## config.mk

```make
export PLATFORM = sky130hd
export DESIGN_NAME = lite_write_ctrl
export DESIGN_NICKNAME = d
export VERILOG_FILES = /design/src/rtl/lite_write_ctrl.sv
export SDC_FILE = /design/constraint.sdc
export NUM_CORES = 1
export LEC_CHECK = 0
export ABC_CLOCK_PERIOD_IN_PS = 1800
export CAP_MARGIN = 20
export CORE_MARGIN = 2
export CORE_UTILIZATION = 44
export CTS_BUF_LIST = sky130_fd_sc_hd__clkbuf_2
export DETAILED_ROUTE_END_ITERATION = 8
export GPL_TIMING_DRIVEN = 0
export MAX_ROUTING_LAYER = met4
export PLACE_DENSITY = 0.89
export SYNTH_ARGS = -nofsm -noshare
export SYNTH_HDL_FRONTEND = slang
export SYNTH_SLANG_ARGS = --single-unit
export TNS_END_PERCENT = 100
```

## constraint.sdc

```tcl
create_clock -name clk -period 1.8 [get_ports clk]
set_clock_uncertainty 0.1 [all_clocks]
set_input_delay 0.18 -clock clk [delete_from_list [all_inputs] [get_ports clk]]
set_output_delay 0.18 -clock clk [all_outputs]
set_load 0.1 [all_outputs]
```

## src/rtl/lite_write_ctrl.sv

```systemverilog
// rtl/lite_write_ctrl.sv - AXI4-Lite master programming DMA MM2S (DMACR, SA, LENGTH).
// Optional per-write timeout abort enabled by LITE_WRITE_TIMEOUT_EN.
module lite_write_ctrl #(
  parameter int unsigned TIMEOUT_CYCLES = 1024
) (
  input  logic        clk,
  input  logic        rst,
  input  logic        start,
  input  logic [31:0] src_addr,
  input  logic [25:0] length,
  output logic        busy,
  output logic        done,
  output logic        err,
  output logic [1:0]  err_code,
  output logic [9:0]  m_axi_lite_awaddr,
  output logic        m_axi_lite_awvalid,
  input  logic        m_axi_lite_awready,
  output logic [31:0] m_axi_lite_wdata,
  output logic [3:0]  m_axi_lite_wstrb,
  output logic        m_axi_lite_wvalid,
  input  logic        m_axi_lite_wready,
  input  logic [1:0]  m_axi_lite_bresp,
  input  logic        m_axi_lite_bvalid,
  output logic        m_axi_lite_bready
);

  typedef enum logic [2:0] {IDLE, ISSUE, RESP, DONE, ERR} state_t;

  state_t      state, state_n;
  logic [1:0]  idx, idx_n, idx_inc;
  logic [31:0] src_q, src_n;
  logic [25:0] len_q, len_n;
  logic [9:0]  awaddr_n;
  logic [31:0] wdata_n;
  logic        awvalid_n, wvalid_n, bready_n, done_n, err_n, busy_n;
  logic [1:0]  err_code_n;
`ifdef LITE_WRITE_TIMEOUT_EN
  logic [31:0] cnt, cnt_n;
`endif

  assign m_axi_lite_wstrb = 4'hF;
  assign idx_inc = idx + 2'd1;

  always_comb begin
    state_n    = state;
    idx_n      = idx;
    src_n      = src_q;
    len_n      = len_q;
    awaddr_n   = m_axi_lite_awaddr;
    wdata_n    = m_axi_lite_wdata;
    awvalid_n  = m_axi_lite_awvalid;
    wvalid_n   = m_axi_lite_wvalid;
    bready_n   = m_axi_lite_bready;
    done_n     = 1'b0;
    err_n      = 1'b0;
    err_code_n = err_code;
`ifdef LITE_WRITE_TIMEOUT_EN
    cnt_n      = cnt;
`endif
    case (state)
      IDLE: begin
        if (start) begin
          src_n      = src_addr;
          len_n      = length;
          err_code_n = 2'b00;
          if (length == 26'd0) begin
            state_n    = ERR;
            err_n      = 1'b1;
            err_code_n = 2'b10;
          end else begin
            state_n   = ISSUE;
            idx_n     = 2'd0;
            awvalid_n = 1'b1;
            wvalid_n  = 1'b1;
            awaddr_n  = 10'h000;
            wdata_n   = 32'h0000_0001;
          end
        end
      end
      ISSUE: begin
        // each channel drops its valid independently once its own handshake is seen
        if (m_axi_lite_awvalid && m_axi_lite_awready) awvalid_n = 1'b0;
        if (m_axi_lite_wvalid && m_axi_lite_wready)   wvalid_n  = 1'b0;
        if ((!m_axi_lite_awvalid || m_axi_lite_awready) &&
            (!m_axi_lite_wvalid || m_axi_lite_wready)) begin
          state_n  = RESP;
          bready_n = 1'b1;
        end
      end
      RESP: begin
        if (m_axi_lite_bvalid && m_axi_lite_bready) begin
          bready_n = 1'b0;
          if (m_axi_lite_bresp != 2'b00) begin
            state_n    = ERR;
            err_n      = 1'b1;
            err_code_n = 2'b01;
          end else if (idx == 2'd2) begin
            state_n = DONE;
            done_n  = 1'b1;
          end else begin
            state_n   = ISSUE;
            idx_n     = idx_inc;
            awvalid_n = 1'b1;
            wvalid_n  = 1'b1;
            if (idx_inc == 2'd1) begin
              awaddr_n = 10'h018;
              wdata_n  = src_q;
            end else begin
              awaddr_n = 10'h028;
              wdata_n  = {6'd0, len_q};
            end
          end
        end
      end
      DONE:    state_n = IDLE;
      ERR:     state_n = IDLE;
      default: state_n = IDLE;
    endcase
`ifdef LITE_WRITE_TIMEOUT_EN
    if (state == ISSUE || state == RESP) begin
      if (cnt == TIMEOUT_CYCLES) begin
        state_n    = ERR;
        awvalid_n  = 1'b0;
        wvalid_n   = 1'b0;
        bready_n   = 1'b0;
        done_n     = 1'b0;
        err_n      = 1'b1;
        err_code_n = 2'b11;
      end else begin
        cnt_n = cnt + 32'd1;
      end
    end
    if (state_n == ISSUE && state != ISSUE) cnt_n = 32'd0;
`endif
    busy_n = (state_n != IDLE);
  end

  always_ff @(posedge clk) begin
    if (rst) begin
      state              <= IDLE;
      idx                <= 2'd0;
      src_q              <= 32'd0;
      len_q              <= 26'd0;
      busy               <= 1'b0;
      done               <= 1'b0;
      err                <= 1'b0;
      err_code           <= 2'b00;
      m_axi_lite_awaddr  <= 10'd0;
      m_axi_lite_awvalid <= 1'b0;
      m_axi_lite_wdata   <= 32'd0;
      m_axi_lite_wvalid  <= 1'b0;
      m_axi_lite_bready  <= 1'b0;
`ifdef LITE_WRITE_TIMEOUT_EN
      cnt                <= 32'd0;
`endif
    end else begin
      state              <= state_n;
      idx                <= idx_n;
      src_q              <= src_n;
      len_q              <= len_n;
      busy               <= busy_n;
      done               <= done_n;
      err                <= err_n;
      err_code           <= err_code_n;
      m_axi_lite_awaddr  <= awaddr_n;
      m_axi_lite_awvalid <= awvalid_n;
      m_axi_lite_wdata   <= wdata_n;
      m_axi_lite_wvalid  <= wvalid_n;
      m_axi_lite_bready  <= bready_n;
`ifdef LITE_WRITE_TIMEOUT_EN
      cnt                <= cnt_n;
`endif
    end
  end

endmodule

```

After elaboration in Yosys (flattened, before gate mapping)
Cells that the tools add are included.

operators by class
  equality and inequality tests = 13
  add/sub/neg operators = 1
  bitwise logic cells = 2
  reduce and logical (&&, ||, !) cells = 22
  muxes and demuxes = 50

operators by type and width
  kind                                                                   count
  32-bit 2-to-1 mux                                                      6
  32-bit case mux with 2 select lines                                    1
  10-bit 2-to-1 mux                                                      5
  26-bit zero test                                                       1
  2-bit 2-to-1 mux                                                       10
  10-bit case mux with 2 select lines                                    1
  2-bit != test, second input constant                                   9
  3-bit 2-to-1 mux                                                       5
  1-bit 2-to-1 mux                                                       14
  7-bit AND reduction                                                    2
  3-bit case mux with 3 select lines                                     1
  2-bit case mux with 2 select lines                                     2
  6-bit 2-to-1 mux                                                       1
  1-bit case mux with 3 select lines                                     2
  6-bit AND reduction                                                    1
  2-bit nonzero test                                                     3
  3-bit nonzero test                                                     2
  1-bit logical AND                                                      4
  1-bit case mux with 2 select lines                                     2
  4-bit AND reduction                                                    1
  4-bit OR reduction                                                     1
  3-bit by 1-bit equality test with 1-bit output, second input constant  1
  3-bit by 2-bit equality test with 1-bit output, second input constant  1
  3-bit zero test                                                        1
  other kinds (8)                                                        11

storage, ports and cells
  bits in registers = 113
  output and inout port bits = 54
  input bits = 66
  word-level logic and storage cells = 101

Logic depth before layout (Yosys ltp)
Gate-level depths: netlist of run 1.

  depth after elaboration = 7
  depth in mapped cells = 7
  gate-level depth less buffers = 6

Worst setup path before layout of run 1
No wires, ideal clock.

  kind = register to register
  start point = reg m_axi_lite_bready
  end point = reg m_axi_lite_wdata[28]
  buffers on the path = 2
  setup slack = -462 ps
  setup time = 118 ps
  required time = 1582 ps
  data arrival time = 2044 ps
  stages on the path, launching flop included = 6
  cell sequence = dfxtp_1 nand4_4 o211a_1 buf_2 buf_4 a22o_1

on the way
  word-level cells in the longest chain between the ends = 3

RTL lines
  item                                  RTL line  source
  start, declared                       24        output logic m_axi_lite_bready
  start signal, assigned                169       m_axi_lite_bready <= bready_n;
  1-bit logical AND                     91        if (m_axi_lite_bvalid && m_axi_lite_bready) begin
  2-bit != test (no source line)        --
  6-bit AND reduction (no source line)  --
  end signal, assigned                  167       m_axi_lite_wdata <= wdata_n;
  end, declared                         18        output logic [31:0] m_axi_lite_wdata,

Every way passes these cells.
A chain may end at the register's enable or synchronous reset.

Final worst setup path of run 1
  start point = reg state[1]
  end point = reg m_axi_lite_wdata[12]

on the way
  word-level cells in the longest chain between the ends = 3

RTL lines
  item                                                                               RTL line  source
  start, declared                                                                    29        state_t state, state_n;
  start signal, assigned                                                             157       state <= state_n;
  3-bit by 2-bit equality test with 1-bit output or 3-bit zero test (tied branches)  60        case (state)
  2-bit != test (no source line) or 2-bit nonzero test (tied branches)               --
  6-bit AND reduction (no source line)                                               --

Parallel ways exist; a longest one is shown, timed or not.

==> results of run 1 <==
[final cells by class]
| class | count | area share [%] |
|---|---|---|
| Tap cell | 111 | 2.38 |
| Clock inverter | 7 | 1.33 |
| Timing Repair Buffer | 133 | 19.7 |
| Buffer | 38 | 4.31 |
| Clock buffer | 9 | 0.772 |
| Inverter | 6 | 0.386 |
| Sequential cell | 106 | 36.6 |
| Multi-Input combinational cell | 305 | 34.5 |
[tightest hold or removal path, stage by stage]
cell and delay (ns):
clkdlybuf4s50_1 0.39, nand2_1 0.06, a21oi_1 0.05
[where the power goes]
group	switching [mW]	internal [mW]
clock network	0.824	0.338
registers	0.0780	2.48
logic	0.608	0.353
[cells by family after synthesis]
family,count (synthesis),share of synthesized area (%)
AND/OR/NAND/NOR,153,16.8
other,2,0.180
adder cells (fa/ha/maj),2,0.601
flip-flops,106,51.0
multiplexers,27,6.52
AO/OA/AOI/OAI,112,18.9
buffers and inverters,48,6.04
[how the worst min path moves through the flow]
stage                         start                    to  slack, ns  cells past startpoint
2_1_floorplan             length[0]              len_q[0]       0.22                      2
3_3_place_gp   m_axi_lite_awaddr[4]  m_axi_lite_awaddr[4]       0.34                      1
3_5_place_dp   m_axi_lite_awaddr[4]  m_axi_lite_awaddr[4]       0.35                      1
4_1_cts                 src_addr[6]              src_q[6]     0.0001                      3
5_1_grt                src_addr[25]             src_q[25]      0.003                      3
6_report               src_addr[31]             src_q[31]       0.03                      3
[what timing repair did]
action                                  in CTS  in global routing
hold buffers                                10                  3
gates cloned                                 0                  1
pin swaps                                    5                 22
buffers inserted                             9                  3
endpoints found under the hold margin       11                  3
gates resized for setup                    229                 63
endpoints found under the setup margin     108                 98
[placed cells by master, fill, tap and decap left out, types with 3 or more instances in the layout]
cell | synthesis | final
a211o_1 | 3 | 3
a21oi_1 | 64 | 63
a22o_1 | 7 | 7
buf_2 | 6 | 36
buf_4 | 13 | 24
buf_6 | 2 | 3
clkbuf_1 | 21 | 6
clkbuf_2 | 0 | 19
clkbuf_4 | 0 | 11
clkdlybuf4s50_1 | 0 | 64
clkinv_4 | 0 | 3
conb_1 | 2 | 11
dfxtp_1 | 106 | 100
dfxtp_2 | 0 | 3
dfxtp_4 | 0 | 3
dlygate4sd3_1 | 0 | 13
inv_1 | 6 | 6
mux2i_1 | 26 | 24
nand2_1 | 123 | 123
nor2_1 | 8 | 8
nor4_1 | 6 | 6
o2bb2ai_1 | 16 | 8
o2bb2ai_2 | 10 | 9
o2bb2ai_4 | 0 | 9
[registers in the layout, indices dropped and copies added (netlist names)]
signal / cells
m_axi_lite_wdata: 32
src_q: 32
len_q: 26
m_axi_lite_awaddr: 3
state: 3
err_code: 2
idx: 2
busy: 1
done: 1
err: 1
m_axi_lite_awvalid: 1
m_axi_lite_bready: 1
m_axi_lite_wvalid: 1
[layer usage]
| layer | part of all wire (%) | vias up |
|---|---|---|
| met4 | 1.7 | 0 |
| met1 | 41 | 1828 |
| li1 | - | 1829 |
| met5 | 0 | - |
| met2 | 50 | 172 |
| met3 | 6.9 | 22 |
==> impl_results.md, run 1 <==
* Outcome: finished clean
* Main synth FF type: dfxtp_1
* DRC violations left at 0
* Vias in the first global route at 3676
* Die Span X at 101 um
* DP Worst Slack at -0.730 ns
* Area of the multi-input gates at 0.00201 mm^2
* Met1 usage at 28.7%
* Post-synth ARST share at 0%
* Diodes inserted at 0
* Storage cell area at 0.00214 mm^2
* Congestion Overflow GR at 0
* CP max FO at 8
* Register clock-pin slew on the reported worst setup and hold paths at 0.29 ns
* Starting DRC count in detailed routing at 168
* Pwr Total at 4.68 mW
* P_leak at 2.50 nW
* Cells after synthesis at 450
* Area Growth Syn to Fin at 40.1%
* Minimum clock period at 1.79 ns
* Largest net degree at the start of global routing at 20
* PwrDens at 802 mW/mm^2
* FMAX at 0.559 GHz
* Most Used Layer, Global Route: met2
* Slew margin rel. at 62.0%
* Peak VDD IR at 0.410 mV
* DP Area at 0.00542 mm^2
* Final cell count without fillers at 715
* Layout fillers at 743
* Setup crit end: m_axi_lite_wdata[12]
* Vias/cell at 5.39
* Final Cycle Share at 99.3%
* Share of cells above drive strength 1 at 23.2%
* Final hold violations at 0
* Met2 Use GR at 38.4%
* Most frequent cells after synthesis: 123 x nand2_1, 106 x dfxtp_1, 64 x a21oi_1
* Reg2reg end: m_axi_lite_wdata[12]
* Worst path buffer plus inverter count at 2
* CP arrival at 2.20 ns
* CTS tree: yes
* Slew @ Worst Pin at 0.569 ns
* Synthesized flop and latch total at 106
* Area contributors post-synth: dfxtp_1 51%, nand2_1 11%, a21oi_1 7.7%
* Initial Util at 45.3%
* Std-Cell Rows at 35
* Worst endpoint required time at 2.21 ns
* Yosys warns at 0
* Post-synth top area share at 51.0%
* DPL Wire Length at 8.15 mm
* Root Buffer: clkbuf_2
* Fin nets at 667
* Reg2reg path depth at 6
* Initial antenna violation count at 0
* Syn avg cell area at 9.25 um^2
* Clock sink count at 106
* Levels on crit path at 6
* Aggregate negative setup slack at 0 ns
* Setup Crit Path Kind: reg2reg
* Final Hold Slack at 0.0268 ns
* Final Max Tran Viols at 0
* Die height at 101 um
* H-tree depth at 3
* Routability Congestion at 0.791
* # setup viols final at 0
* CTS Buf Count at 9
* Register area share after synthesis at 51.0%
* Io pins at 120
* Routed WL per cell at 16.9 um
* Worst setup SP type: flip-flop
* Worst path cell trace: nor3b_4, nand4_4, or3_4, buf_8, buf_12, o2bb2ai_2
* Crit path largest cell delay at 0.44 ns
* Cell Area, Synth at 0.00416 mm^2
* DRT Pass-1 Iters at 5
* Slowest-stage cell, CP: dfxtp_4
* Design Area, Final at 0.00584 mm^2
* Clk_lat worst skew at 0.57 ns
* I/O Buffers at 107
* Final worst slack at 0.0126 ns
* Crit path max-delay family: simple AND/OR/NAND/NOR gates
* Drt total wl at 12.1 mm
* FF-to-FF setup slack at 0.01 ns
* RSZ-0062 raised after global routing: yes
* Synth area leader: dfxtp_1
* Most common cell in the netlist: nand2_1
* GR Util met3 at 5.31%
* Core Util, Final at 63.5%
* Core Box Area at 0.00920 mm^2
* Reg2reg start: state[1]
* Netlist cell types at 41
* Vias at 3851
* Routed Antenna Nets at 0
* Total track usage at 23.4%
* CP Capture Type: flip-flop
* Hold WC Path Type: in2reg
* CTS max path bufs at 2
* Post-synth EDFFs at 0
* Full die area at 0.0103 mm^2
* Worst setup path startpoint: state[1]
* Inst Count DP at 677
* First-pass GRT wire length at 18.2 mm
* Max Cap Viol at 0
(Power assumes the default switching activity.)
==> inputs of run 2 (changes only) <==
Settings changed: CORE_UTILIZATION 44 to 43, CTS_BUF_LIST sky130_fd_sc_hd__clkbuf_2 to default, PLACE_DENSITY 0.89 to 0.87.
==> run 2 against run 1 <==
Effect of this change:
- cell area grew 2.0%
- total power grew 5.1%
- fmax grew 3.3%
- first-iteration DRC count shrank 27%
- clock power grew 23%
- critical path depth is the same
- final cell count grew 0.70%
- hold slack lost 0.0042 ns
- highest routed layer unchanged
==> impl_results.md, run 2 (synthesis gave the netlist of run 1 again) <==
* Clock sink count at 106 (unchanged)
* Io pins at 120 (unchanged)
* Slew margin rel. at 62.3% (+0.23 points)
* Regs by FF count: m_axi_lite_wdata: 32 flops, src_q: 32 flops, len_q: 26 flops
* Core Box Area at 0.00933 mm^2 (+1.4%)
* Routability Congestion at 0.794 (+0.39%)
* Reg2reg path depth at 6 (unchanged)
* DRC violations left at 0 (unchanged)
* Layout fillers at 746 (+0.40%)
* Initial antenna violation count at 0 (unchanged)
* Drt total wl at 11.2 mm (-7.3%)
* Final Cycle Share at 96.1% (-3.2 points)
* Starting DRC count in detailed routing at 122 (-27%)
* Aggregate negative setup slack at 0 ns (unchanged)
* Full die area at 0.0105 mm^2 (+2.2%)
* Vias/cell at 5.17 (-4.0%)
* PwrDens at 826 mW/mm^2 (+3.0%)
* DPL Wire Length at 8.07 mm (-0.98%)
* CP max FO at 8 (unchanged)
* Final hold violations at 0 (unchanged)
* Root Buffer: clkbuf_8
* Total track usage at 22.2% (-1.3 points)
* Congestion Overflow GR at 0 (unchanged)
* Vias at 3722 (-3.3%)
* Worst endpoint required time at 1.96 ns (-0.25 ns)
* Peak VDD IR at 0.468 mV (+14%)
* Setup Crit Path Kind: reg2reg
* CTS Buf Count at 9 (unchanged)
* FMAX at 0.578 GHz (+3.3%)
* Initial Util at 44.6% (-0.64 points)
* CP arrival at 1.89 ns (-0.31 ns)
* DRT Pass-1 Iters at 5 (unchanged)
* Commonest non-fill, non-tap cell in the layout: nand2_1
* CP Capture Type: flip-flop
* H-tree depth at 3 (unchanged)
* Clk_lat worst skew at 0.36 ns (-0.21 ns)
* Crit path max-delay family: compound AO/OA/AOI/OAI gates
* Worst setup SP type: flip-flop
* Crit path largest cell delay at 0.40 ns (-0.04 ns)
* Worst path cell trace: nor3b_4, nand4_4, o211a_1, buf_6, buf_8, a22o_1
* Final Max Tran Viols at 0 (unchanged)
* # setup viols final at 0 (unchanged)
* Largest net degree at the start of global routing at 20 (unchanged)
* Pwr Total at 4.92 mW (+5.1%)
* CTS tree: yes
* Vias in the first global route at 3624 (-1.4%)
* Levels on crit path at 6 (unchanged)
* CTS max path bufs at 2 (unchanged)
* Final Hold Slack at 0.0226 ns (-0.00417 ns)
* Routed Antenna Nets at 0 (unchanged)
* Area Growth Syn to Fin at 42.9%
* Max Cap Viol at 0 (unchanged)
* Hold path cells at 3 (unchanged)
* Diodes inserted at 0 (unchanged)
* Slowest-stage cell, CP: dfxtp_4
* Worst path buffer plus inverter count at 2 (unchanged)
* Routed WL per cell at 15.6 um (-7.9%)
* Die height at 102 um (+1.1%)
* Outcome: finished clean
* Die Span X at 102 um (+1.1%)
* Std-Cell Rows at 35 (unchanged)
* Hold WC Path Type: in2reg
* I/O Buffers at 107 (unchanged)
* First-pass GRT wire length at 17.6 mm (-3.2%)
* Most frequent cells in the layout: 123 x nand2_1, 100 x dfxtp_1, 63 x a21oi_1
* P_leak at 2.48 nW (-0.58%)
* Share of cells above drive strength 1 at 22.3% (-0.84 points)
* Register clock-pin slew on the reported worst setup and hold paths at 0.09 ns (-0.20 ns)
* Minimum clock period at 1.73 ns (-0.0578 ns)
* RSZ-0062 raised after global routing: yes
* Slew @ Worst Pin at 0.569 ns (-0.000727 ns)
* Fin nets at 654 (-1.9%)
==> run 2: area by class of cell <==
| class | instances | area (um^2) | area share (%) |
|---|---|---|---|
| flip-flops and latches | 106 | 2140 | 35.9 |
| multi-input cells | 305 | 1910 | 32.1 |
| repair buffers | 118 | 1240 | 20.9 |
| plain buffers | 40 | 288 | 4.83 |
| well taps | 129 | 161 | 2.71 |
| clock buffers | 9 | 124 | 2.08 |
| clock inverters | 7 | 67.6 | 1.14 |
| inverters | 6 | 22.5 | 0.378 |
==> run 2: worst paths after layout <==
check | startpoint | end | slack [ns]
setup / recovery | state[1] | m_axi_lite_wdata[28] | 0.07
hold / removal | length[0] | len_q[0] | 0.02
setup reg to reg | state[1] | m_axi_lite_wdata[28] | 0.07
hold reg to reg | src_q[31] | src_q[31] | 0.36
==> run 2: report_power, final <==
part	total (mW)	internal [mW]	leakage (nW)	switching, mW
Combinational	0.946	0.355	1.51	0.591
Sequential	2.54	2.47	0.867	0.0742
Clock	1.43	0.642	0.0997	0.789
==> run 2: timing repair <==
action | CTS | global route
gates resized for setup | 154 | 34
buffers inserted | 8 | 2
hold buffers | 0 | 0
cloned | 0 | 1
pin swaps | 8 | 12
setup endpoints to repair | 115 | 96
==> run 2: stage by stage <==
step                      setup slack [ns]  cell area, um^2  utilization [%]  cells
after floorplan                    0.00716             4210                -    459
after global placement              -0.813             5440             58.3    695
after detailed placement            -0.884             5440             58.3    695
after CTS                         0.000606             5850             62.7    717
after global routing               -0.0222             5950             63.8    720
final                               0.0704             5950             63.8    720
==> run 2: tightest hold or removal path, cell delays in order <==
cell and delay [ns]:
dlymetal6s2s_1 0.15, nand2_1 0.07, a21oi_1 0.05
==> run 2: per-layer routing <==
metal  track usage [%]  up-vias  routed length [um]
met5                 -        -                   0
met4              5.74        0                 123
met3              4.17       12                 604
met2              37.6      141                5590
met1              27.2     1770                4890
li1                  -     1799                   -
